$ cat src/rtl/sram_pkg.sv
// Shared definitions for the SRAM read path: read FSM states and the analog
// rail/threshold constants used by the top-level converters.
package sram_pkg;

  typedef enum logic [1:0] {
    IDLE    = 2'd0,
    SETTLE  = 2'd1,
    CAPTURE = 2'd2,
    SHIFT   = 2'd3
  } rd_state_e;

  // Volts; one definition for every D/A and threshold stage at the top level.
  localparam real VDD = 1.2;
  localparam real VSS = 0.0;
  localparam real VTH = 0.6;

endpackage

$ cat src/rtl/sram_read_serializer_if.sv
// Read request, array-side and serial-side signals of the SRAM read serializer.
// slave = the serializer, master = whoever issues requests and consumes bits.
interface sram_read_serializer_if #(
  parameter int ROWS = 16,
  parameter int COLS = 8
);
  localparam int AW = (ROWS > 1) ? $clog2(ROWS) : 1;

  logic            rd_req;
  logic [AW-1:0]   rd_addr;
  logic            rd_busy;
  logic            err;
  logic [AW-1:0]   row_sel_rd;
  logic            r_en;
  logic [COLS-1:0] data_out;
  logic            serial_out;
  logic            serial_valid;
  logic            serial_ready;
  logic            last;
  logic            done;

  modport master (
    output rd_req, rd_addr, data_out, serial_ready,
    input  rd_busy, err, row_sel_rd, r_en, serial_out, serial_valid, last, done
  );

  modport slave (
    input  rd_req, rd_addr, data_out, serial_ready,
    output rd_busy, err, row_sel_rd, r_en, serial_out, serial_valid, last, done
  );

endinterface

$ cat src/rtl/sram_read_serializer_piso.sv
// Parallel-in/serial-out register; mirror of the write-side loader.
// load wins over shift; the head bit is always visible on serial_out.
module piso #(
  parameter int COLS      = 8,
  parameter bit MSB_FIRST = 1'b1
) (
  input  logic            clk,
  input  logic            arst,
  input  logic            load,
  input  logic            shift,
  input  logic [COLS-1:0] parallel_in,
  output logic            serial_out
);

  logic [COLS-1:0] sr_q;
  logic [COLS-1:0] sr_d;
  logic [COLS-1:0] shifted;

  if (MSB_FIRST) begin : g_msb
    assign shifted    = {sr_q[COLS-2:0], 1'b0};
    assign serial_out = sr_q[COLS-1];
  end else begin : g_lsb
    assign shifted    = {1'b0, sr_q[COLS-1:1]};
    assign serial_out = sr_q[0];
  end

  always_comb begin
    sr_d = sr_q;
    if (load) begin
      sr_d = parallel_in;
    end else if (shift) begin
      sr_d = shifted;
    end
  end

  always_ff @(posedge clk or posedge arst) begin
    if (arst) begin
      sr_q <= '0;
    end else begin
      sr_q <= sr_d;
    end
  end

endmodule

$ cat src/rtl/sram_read_serializer.sv
// SRAM read controller: selects a row, waits SETTLE cycles with r_en high,
// captures the sensed word and streams it out under valid/ready.
module sram_read_serializer
  import sram_pkg::rd_state_e;
#(
  parameter int ROWS      = 16,
  parameter int COLS      = 8,
  parameter int SETTLE    = 2,
  parameter bit MSB_FIRST = 1'b1
) (
  input  logic                    clk,
  input  logic                    arst,
  sram_read_serializer_if.slave   bus
);

  localparam int AW = (ROWS > 1) ? $clog2(ROWS) : 1;
  localparam int CW = (SETTLE > 1) ? $clog2(SETTLE) : 1;
  localparam int BW = (COLS > 1) ? $clog2(COLS) : 1;

  localparam logic [AW:0]   ROWS_W   = (AW+1)'(ROWS);
  localparam logic [CW-1:0] CNT_LOAD = CW'(SETTLE - 1);
  localparam logic [BW-1:0] IDX_LAST = BW'(COLS - 1);

  rd_state_e     state_q, state_d;
  logic [CW-1:0] cnt_q, cnt_d;
  logic [BW-1:0] idx_q, idx_d;
  logic [AW-1:0] row_q, row_d;
  logic          err_q, err_d;
  logic          done_q, done_d;

  logic          shifting;
  logic          xfer;
  logic          head_bit;

  assign shifting = (state_q == sram_pkg::SHIFT);
  assign xfer     = shifting & bus.serial_ready;

  always_ff @(posedge clk or posedge arst) begin
    if (arst) begin
      state_q <= sram_pkg::IDLE;
      cnt_q   <= '0;
      idx_q   <= '0;
      row_q   <= '0;
      err_q   <= 1'b0;
      done_q  <= 1'b0;
    end else begin
      state_q <= state_d;
      cnt_q   <= cnt_d;
      idx_q   <= idx_d;
      row_q   <= row_d;
      err_q   <= err_d;
      done_q  <= done_d;
    end
  end

  // Requests are only looked at in IDLE; anything arriving later is dropped.
  always_comb begin
    state_d = state_q;
    cnt_d   = cnt_q;
    idx_d   = idx_q;
    row_d   = row_q;
    err_d   = 1'b0;
    done_d  = 1'b0;
    case (state_q)
      sram_pkg::IDLE: begin
        if (bus.rd_req) begin
          if ({1'b0, bus.rd_addr} < ROWS_W) begin
            row_d   = bus.rd_addr;
            cnt_d   = CNT_LOAD;
            state_d = sram_pkg::SETTLE;
          end else begin
            err_d = 1'b1;
          end
        end
      end
      sram_pkg::SETTLE: begin
        if (cnt_q == '0) begin
          state_d = sram_pkg::CAPTURE;
        end else begin
          cnt_d = cnt_q - 1'b1;
        end
      end
      sram_pkg::CAPTURE: begin
        idx_d   = '0;
        state_d = sram_pkg::SHIFT;
      end
      sram_pkg::SHIFT: begin
        if (xfer) begin
          if (idx_q == IDX_LAST) begin
            idx_d   = '0;
            done_d  = 1'b1;
            state_d = sram_pkg::IDLE;
          end else begin
            idx_d = idx_q + 1'b1;
          end
        end
      end
      default: state_d = sram_pkg::IDLE;
    endcase
  end

  always_comb begin
    bus.rd_busy      = (state_q != sram_pkg::IDLE);
    bus.r_en         = (state_q == sram_pkg::SETTLE) || (state_q == sram_pkg::CAPTURE);
    bus.serial_valid = shifting;
    bus.serial_out   = shifting & head_bit;
    bus.last         = shifting && (idx_q == IDX_LAST);
  end

  assign bus.err        = err_q;
  assign bus.done       = done_q;
  assign bus.row_sel_rd = row_q;

  piso #(
    .COLS      (COLS),
    .MSB_FIRST (MSB_FIRST)
  ) u_piso (
    .clk         (clk),
    .arst        (arst),
    .load        (state_q == sram_pkg::CAPTURE),
    .shift       (xfer),
    .parallel_in (bus.data_out),
    .serial_out  (head_bit)
  );

endmodule

$ cat src/flat_wrapper.sv
// flat-port wrapper written by rule: the top's interface ports become plain ports
module sram_read_serializer_flat import sram_pkg::rd_state_e;
#(
  parameter int ROWS      = 16,
  parameter int COLS      = 8,
  parameter int SETTLE    = 2,
  parameter bit MSB_FIRST = 1'b1
)
  (clk, arst, bus_rd_req, bus_rd_addr, bus_data_out, bus_serial_ready, bus_rd_busy, bus_err, bus_row_sel_rd, bus_r_en, bus_serial_out, bus_serial_valid, bus_last, bus_done);
  sram_read_serializer_if #(.ROWS(ROWS), .COLS(COLS)) bus_i ();
  input  logic clk;
  input  logic arst;
  input wire logic [$bits(bus_i.rd_req)-1:0] bus_rd_req;
  input wire logic [$bits(bus_i.rd_addr)-1:0] bus_rd_addr;
  input wire logic [$bits(bus_i.data_out)-1:0] bus_data_out;
  input wire logic [$bits(bus_i.serial_ready)-1:0] bus_serial_ready;
  output wire logic [$bits(bus_i.rd_busy)-1:0] bus_rd_busy;
  output wire logic [$bits(bus_i.err)-1:0] bus_err;
  output wire logic [$bits(bus_i.row_sel_rd)-1:0] bus_row_sel_rd;
  output wire logic [$bits(bus_i.r_en)-1:0] bus_r_en;
  output wire logic [$bits(bus_i.serial_out)-1:0] bus_serial_out;
  output wire logic [$bits(bus_i.serial_valid)-1:0] bus_serial_valid;
  output wire logic [$bits(bus_i.last)-1:0] bus_last;
  output wire logic [$bits(bus_i.done)-1:0] bus_done;
  assign bus_i.rd_req = bus_rd_req;
  assign bus_i.rd_addr = bus_rd_addr;
  assign bus_i.data_out = bus_data_out;
  assign bus_i.serial_ready = bus_serial_ready;
  assign bus_rd_busy = bus_i.rd_busy;
  assign bus_err = bus_i.err;
  assign bus_row_sel_rd = bus_i.row_sel_rd;
  assign bus_r_en = bus_i.r_en;
  assign bus_serial_out = bus_i.serial_out;
  assign bus_serial_valid = bus_i.serial_valid;
  assign bus_last = bus_i.last;
  assign bus_done = bus_i.done;
  sram_read_serializer #(.ROWS(ROWS), .COLS(COLS), .SETTLE(SETTLE), .MSB_FIRST(MSB_FIRST)) u_core (.clk(clk), .arst(arst), .bus(bus_i));
endmodule
$ cat config.mk
export PLATFORM = sky130hd
export DESIGN_NAME = sram_read_serializer_flat
export DESIGN_NICKNAME = d
export VERILOG_FILES = /design/src/rtl/sram_pkg.sv /design/src/rtl/sram_read_serializer_if.sv /design/src/rtl/sram_read_serializer_piso.sv /design/src/rtl/sram_read_serializer.sv /design/src/flat_wrapper.sv
export SDC_FILE = /design/constraint.sdc
export NUM_CORES = 1
export LEC_CHECK = 0
export CORE_MARGIN = 3
export CORE_UTILIZATION = 41
export DETAILED_ROUTE_END_ITERATION = 7
export HOLD_SLACK_MARGIN = 0.05
export PLACE_DENSITY = 0.73
export SLEW_MARGIN = 25
export SYNTH_ARGS = -nofsm -noshare
export SYNTH_HDL_FRONTEND = slang
export SYNTH_HIERARCHICAL = 1
export SYNTH_SLANG_ARGS = --single-unit
$ cat constraint.sdc
create_clock -name clk -period 1.5 [get_ports clk]
set_input_delay 0.3 -clock clk [delete_from_list [all_inputs] [get_ports clk]]
set_output_delay 0.3 -clock clk [all_outputs]
set_load 0.01 [all_outputs]
Word level (Yosys, flattened, before mapping):

Cells that the tools add are included.

* add/sub/neg operators: 2
* multiply operators: 0
* div/mod/pow operators: 0
* order comparisons: 0
* equality and inequality tests: 8
* shifts and indexed selects: 0
* multiplexer cells: 16
* bitwise gates (word level): 2
* reductions and logical operators: 11

Operators by type and width (count)
* $mux 8: 2
* $mux 2: 4
* $ne 2x2->1 const B: 4
* $pmux 2 s4: 1
* $reduce_bool 2->1: 4
* $mux 3: 2
* $pmux 3 s2: 1
* $reduce_and 2->1: 3
* $mux 1: 5
* $eq 2x2->1 const B: 2
* $reduce_and 4->1: 1
* $add 3x1->3 const B: 1
* $eq 3x3->1 const B: 1
* $and 1x1->1: 2
* $eq 2x1->1 const B: 1
* $logic_not 2->1: 1
* $pmux 1 s2: 1
* $logic_and 1x1->1: 1
* $logic_or 1x1->1: 1
* $sub 1x1->1 const B: 1

* register bits after elaboration: 19
* latch bits: 0
* bits in writable memories: 0
* ROM bits: 0
* input port bits: 16
* output and inout port bits: 11
* memories: 0

Logic depth before layout (Yosys ltp):

Gate-level depths: netlist (run 1).

* word-level depth: 4
* mapped depth: 5
* gate-level depth less buffers: 5

Cells and area by module:

Netlist (run 1), hierarchy kept.

Modules (own cells, without submodules)
* sram_read_serializer: times used 1, cells an instance 48, area an instance 581.8 um2, sequential area each 275.3 um2
* piso: times used 1, cells an instance 35, area an instance 372.9 um2, sequential area each 200.2 um2

Worst setup path after synthesis (run 1):

OpenSTA, ideal clock, no wires.

* kind: register -> register
* from: register u_core.state_q[0]
* to: register u_core.state_q[1]
* arrival time: 1.385 ns
* data required time: 1.375 ns
* path slack: -0.010 ns
* stages on the path, launching flop included: 6
* period minus slack after synthesis: 1.510 ns
* cell sequence: dfrtp_1 inv_1 ha_1 nor2b_1 a221o_1 mux2_4

* word-level cells in the longest chain between the ends: 4

RTL lines
* start, declared: RTL line sram_read_serializer.sv:24 `rd_state_e state_q, state_d;`
* start signal, assigned: RTL line sram_read_serializer.sv:40 `state_q <= sram_pkg::IDLE;`
* start signal, assigned: RTL line sram_read_serializer.sv:47 `state_q <= state_d;`
* $eq 2x2->1: RTL line sram_read_serializer.sv:35, sram_read_serializer.sv:64
* $and 1x1->1: RTL line sram_read_serializer.sv:36 `assign xfer = shifting & bus.serial_ready;`
* $ne 2x2->1 (no line)
* $reduce_and 4->1 (no line)

Several ways; a longest one is shown, not always the timed one.
A chain may end at the register's enable or synchronous reset.

Worst setup path in the final report (run 1):

* from: register u_core.idx_q[0]
* to: register u_core.state_q[1]

* word-level cells in the longest chain between the ends: 3

RTL lines
* start, declared: RTL line sram_read_serializer.sv:26 `logic [BW-1:0] idx_q, idx_d;`
* start signal, assigned: RTL line sram_read_serializer.sv:49 `idx_q <= idx_d;`
* $eq 3x3->1: RTL line sram_read_serializer.sv:89 `if (idx_q == IDX_LAST) begin`
* $ne 2x2->1 (no line)
* $reduce_and 4->1 (no line)

Every way passes these cells.

==> results of run 1 <==
==> per-layer routing <==
metal | vias to the layer above | GRT usage, % | wire, um
met5 | - | 0 | 0
met4 | 0 | 12.4 | 93
met3 | 8 | 3.27 | 120
met2 | 25 | 27.9 | 994
met1 | 349 | 20.9 | 905
li1 | 365 | - | -
==> what timing repair did <==
item,in CTS,in global routing
buffers inserted,1,1
pin swaps,5,2
hold endpoints to repair,0,0
gates cloned,0,0
hold buffers,0,0
resized for setup,41,9
endpoints found under the setup margin,10,17
==> registers in the layout, summed over array words and instances, names as in the netlist <==
signal / count
u_core/bus.row_sel_rd: 4
u_core/idx_q: 3
u_core/cnt_q: 1
u_core/u_piso/sr_q: 8
u_core/state_q: 2
u_core/bus.done: 1
==> kinds of logic (layout without fill, tap and decap cells) <==
kind of cell	after synthesis	after routing	synth area share [%]
and+or+nand+nor	19	19	9.04
buffers and inverters	9	50	5.50
adders and majority gates	7	7	9.17
DFF	19	19	49.8
other	1	1	0.393
muxes	16	16	18.0
AOI/OAI and AO/OA	12	12	8.13
==> stage by stage <==
step	cell area [um^2]	cells	utilization (%)	hold slack [ps]	total power (W)
after floorplan	957	83	-	116	0.00167
after global placement	1320	145	63.5	476	0.00225
after detailed placement	1320	145	63.5	485	0.00232
after CTS	1410	150	67.7	272	0.00269
after global routing	1450	151	69.5	303	0.00299
final	1450	151	69.5	269	0.00276
==> path summary, 6_finish.rpt <==
kind                                             to  cells past startpoint
setup / recovery                  u_core/state_q[1]                      6
hold / removal                u_core/u_piso/sr_q[4]                      2
setup reg to reg                  u_core/state_q[1]                      6
max in group asynchronous         u_core/state_q[0]                      2
min in group clk           u_core/bus.row_sel_rd[2]                      1
hold reg to reg            u_core/bus.row_sel_rd[2]                      1
==> area by class of cell <==
| type | count | area [um^2] | share of cell area, % |
|---|---|---|---|
| clock buffer | 4 | 26.3 | 1.82 |
| inverter | 6 | 22.5 | 1.56 |
| multi-input combinational | 55 | 503 | 34.7 |
| sequential | 19 | 477 | 32.9 |
| tap | 27 | 33.8 | 2.33 |
| timing repair buffer | 40 | 385 | 26.6 |
==> critical path: stages (launching register included) <==
cell	delay, ps
dfrtp_1	410
ha_4	160
ha_4	130
buf_6	90
nand2_2	30
a221o_1	370
mux2_4	310
==> layout by cell type, fill, tap and decap left out, types with 2 or more instances in the layout <==
master	n
buf_4	10
inv_2	2
dlymetal6s2s_1	2
clkbuf_4	3
clkdlybuf4s50_1	15
mux2_1	4
buf_2	2
nor2_1	2
and2_4	2
ha_4	5
buf_6	7
o21ai_1	8
inv_1	4
dfrtp_1	18
nor2b_1	2
nand2_1	10
dlygate4sd2_1	3
mux2i_1	9
==> where the power goes <==
part	internal (W)	switching [W]	leakage (nW)	total (W)
clock network	0.000103	0.000151	0.0150	0.000255
registers	0.000751	0.000165	0.235	0.000916
logic	0.000905	0.000686	0.421	0.00159
==> results.cfg, run 1 <==
[cts]
cts_tree = done
cts_buffer_depth = 2
clock-sinks = 19
clk_pin_slew_ps = 100
clk_latency_ps = 290
cts_root_buf = clkbuf_4
cts.htree.levels = 1
cts_buffers = 3

[run]
cap_viol_max_count = 0

[detailed_routing]
wl_per_cell_um = 14.0
wl_um = 2110
post_drt_via_cell_ratio = 4.95
drc = 0
via_count = 747
drt_iter0_markers = 5
ant_nets = 0
dr.pass1.iters = 4

[placement]
gp_congestion = 0.811
dp_hpwl_um = 1530
portBuffers = 25
post-place-ws_ps = -186

[floorplan]
ioPinCount = 27
rows = 16
die_w_um = 54.3
start_util_pct = 45.9
die_h_um = 54.3
core_area_mm2 = 0.00208
die_area_mm2 = 0.00294

[pwr]
power.density_mw_per_mm2 = 1910
ir_drop_mv = 1.19
p_leak_nw = 0.671

[logic_synthesis]
yosys-top-cells-area = dfrtp_1, mux2i_1, ha_1, mux2_1, nand2_1
synth_ff_type = dfrtp_1
synth_warnings = 6
ys_seq_area_share_pct = 49.8
synth_cell_types = 21
synthCells = 83
synthArstFlopShare_pct = 100
synth_top_area_share_pct = 49.8
syn_nets = 106
synth_edf_count = 0
synth_area_um2 = 955
yosys-top-cells-count = dfrtp_1, nand2_1, mux2i_1
synth-seq-cells = 19
synth_area_per_cell_um2 = 11.5
synth_area_leader_cell = dfrtp_1
synth_most_common_cell = dfrtp_1

[sta]
hold_violations = 0
fmax_mhz = 621
grt_setup_unrepaired = true
setup_viol = 6
fin_tns_setup_ps = -359
finalClockSkew_ps = 4.89
fin_crit_sh_pct = 107
min_period_ps = 1610
worst_slack_ps = -110
slew_viol_final = 0

[critical_path]
critPathKind = reg -> reg
start_kind = flop
crit_path_end_kind = flop
timing.rr.start = u_core/idx_q[0]
crit_fanout = 2
crit_start = u_core/idx_q[0]
rrSetupSlack_ps = -110
worstPathRequired_ps = 1690
worst_ep_arrival_time_ps = 1800

[finish]
nets = 148
nFillCells = 165
insertedDiodeCount = 0
areaGrowthSynthToFinish_pct = 51.6
drive_above_1_share_pct = 30.6

[grt]
antenna_found_initial = 0
grt_start_max_net_pins = 18
grt_use_total_pct = 17.4
grt_pass1_vias = 794
grt_first_pass_wirelength_um = 3550
grt-ovfl-total = 0

[status]
violations = negative setup slack
status = complete, but fails checks

[worst_hold_path]
min_path_type = in -> async
Note: power is estimated with default switching activity, not from simulation.
==> run 2: changes to the inputs <==
--- a/config.mk
+++ b/config.mk
@@ -5,11 +5,12 @@
 export SDC_FILE = /design/constraint.sdc
 export NUM_CORES = 1
 export LEC_CHECK = 0
+export CAP_MARGIN = 20
 export CORE_MARGIN = 3
 export CORE_UTILIZATION = 41
 export DETAILED_ROUTE_END_ITERATION = 7
 export HOLD_SLACK_MARGIN = 0.05
-export PLACE_DENSITY = 0.73
+export PLACE_DENSITY_LB_ADDON = 0.12
 export SLEW_MARGIN = 25
 export SYNTH_ARGS = -nofsm -noshare
 export SYNTH_HDL_FRONTEND = slang
==> run 2 against run 1 <==
  * The run still ends with negative setup slack left
  * Global-route usage increased by 0.82 points
  * Largest power group unchanged
  * Clock power increased by 4%
  * Worst setup slack got worse by 4.6 ps
  * Clock-buffer cell count decreased by 1
  * Cell area increased by 10%
  * Routed wire length increased by 7.2%
  * Critical path depth decreased by 2
  * Register-to-register slack about the same
  * Utilization increased by 7.1 points
  * Via count increased by 6.0%
==> results.cfg, run 2 (same netlist as run 1, synthesis figures left out) <==
[sta]
setup_viol = 7
slew_viol_final = 0
finalClockSkew_ps = 9.05
fin_crit_sh_pct = 108
worst_slack_ps = -114
grt_setup_unrepaired = true
min_period_ps = 1610
fin_tns_setup_ps = -524
fmax_mhz = 619
hold_violations = 0

[grt]
grt-ovfl-total = 0
grt_start_max_net_pins = 12
grt_pass1_vias = 847
grt_first_pass_wirelength_um = 3660
antenna_found_initial = 0
grt_use_total_pct = 18.3

[run]
cap_viol_max_count = 0

[cts]
cts_buffer_depth = 2
cts_root_buf = clkbuf_4
clk_latency_ps = 300
cts_tree = done
cts_buffers = 3
clk_pin_slew_ps = 120
cts.htree.levels = 1
clock-sinks = 19

[floorplan]
start_util_pct = 45.9
die_w_um = 54.3
die_h_um = 54.3
core_area_mm2 = 0.00208
rows = 16
ioPinCount = 27
die_area_mm2 = 0.00294

[finish]
final_common_cell = dfrtp_1
mostFrequentLayoutCells = dfrtp_1, buf_4, clkdlybuf4s50_1
drive_above_1_share_pct = 39.0
multi_input_area_um2 = 531
areaGrowthSynthToFinish_pct = 67.1
insertedDiodeCount = 0
top_register = u_core/u_piso/sr_q
nFillCells = 140
layout.cells.non_filler = 163
utilization_pct = 76.6
nets = 160
final_area_mm2 = 0.00160
largest_reg_flops = 8
seqCellArea_um2 = 475

[critical_path]
critPathKind = reg -> out
start_kind = flop
rrSetupSlack_ps = -110
crit_fanout = 2
worstPathRequired_ps = 1200
worst_ep_arrival_time_ps = 1310
reg2reg_depth = 6
crit_path_end_kind = output pin
timing.rr.start = u_core/state_q[1]
worst_r2r_endpoint = u_core/state_q[1]

[pwr]
power.density_mw_per_mm2 = 1980
ir_drop_mv = 1.75
p_leak_nw = 0.723

[detailed_routing]
drc = 0
via_count = 792
drt_iter0_markers = 7
wl_per_cell_um = 13.9
post_drt_via_cell_ratio = 4.86
wl_um = 2270
dr.pass1.iters = 4
ant_nets = 0

[worst_hold_path]
min_path_type = in -> async

[placement]
portBuffers = 25
place_area_mm2 = 0.00134
dp_hpwl_um = 1480
gp_congestion = 0.649
dp_cells = 147

[status]
violations = negative setup slack
status = complete, but fails checks
run 2: power breakdown:
| group | switching, W | internal (W) | total [W] |
|---|---|---|---|
| registers | 0.000134 | 0.000748 | 0.000881 |
| logic | 0.000812 | 0.00120 | 0.00201 |
| clock network | 0.000166 | 0.0000991 | 0.000265 |
run 2: worst max-delay path by stage:
stage / to / cells past startpoint / startpoint
global route: bus_last / 4 / u_core/idx_q[0]
detailed placement: bus_last / 4 / u_core/idx_q[0]
floorplan: u_core/state_q[1] / 3 / u_core/state_q[0]
finish: bus_last / 4 / u_core/idx_q[0]
global placement: bus_last / 4 / u_core/idx_q[0]
CTS: bus_last / 4 / u_core/idx_q[1]
run 2: cell type report:
type	instances	area share, %
Clock inverter	1	0.314
Timing Repair Buffer	52	31.4
Tap cell	27	2.12
Sequential cell	19	29.8
Clock buffer	3	1.41
Inverter	6	1.73
Multi-Input combinational cell	55	33.3
run 2: worst max-delay path, cell delays in order (launching register included):
cell and delay (ps):
dfrtp_1 400, ha_2 200, ha_4 150, and2_4 160
buf_6 110
run 2: repair_timing:
action                                  4_1_cts  5_1_grt
endpoints found under the hold margin         0        0
pin swaps                                     6        7
resized for setup                            56        6
buffers inserted                              9        4
endpoints found under the setup margin       12       18
hold buffers                                  0        0
run 2: layer usage:
| metal | global-route usage [%] | up-vias | wire length [um] |
|---|---|---|---|
| met2 | 32.5 | 16 | 1160 |
| met4 | 8.30 | 0 | 18 |
| met3 | 3.81 | 4 | 85 |
| met5 | 0 | - | 0 |
| li1 | - | 384 | - |
| met1 | 20.8 | 388 | 1000 |
run 2: through the flow:
stage / hold WS, ps / setup slack (ps) / power, W
2_1_floorplan: 116 / 20.8 / 0.00167
3_3_place_gp: 475 / -171 / 0.00227
3_5_place_dp: 481 / -186 / 0.00230
4_1_cts: 242 / -100 / 0.00301
5_1_grt: 264 / -164 / 0.00340
6_report: 242 / -114 / 0.00316
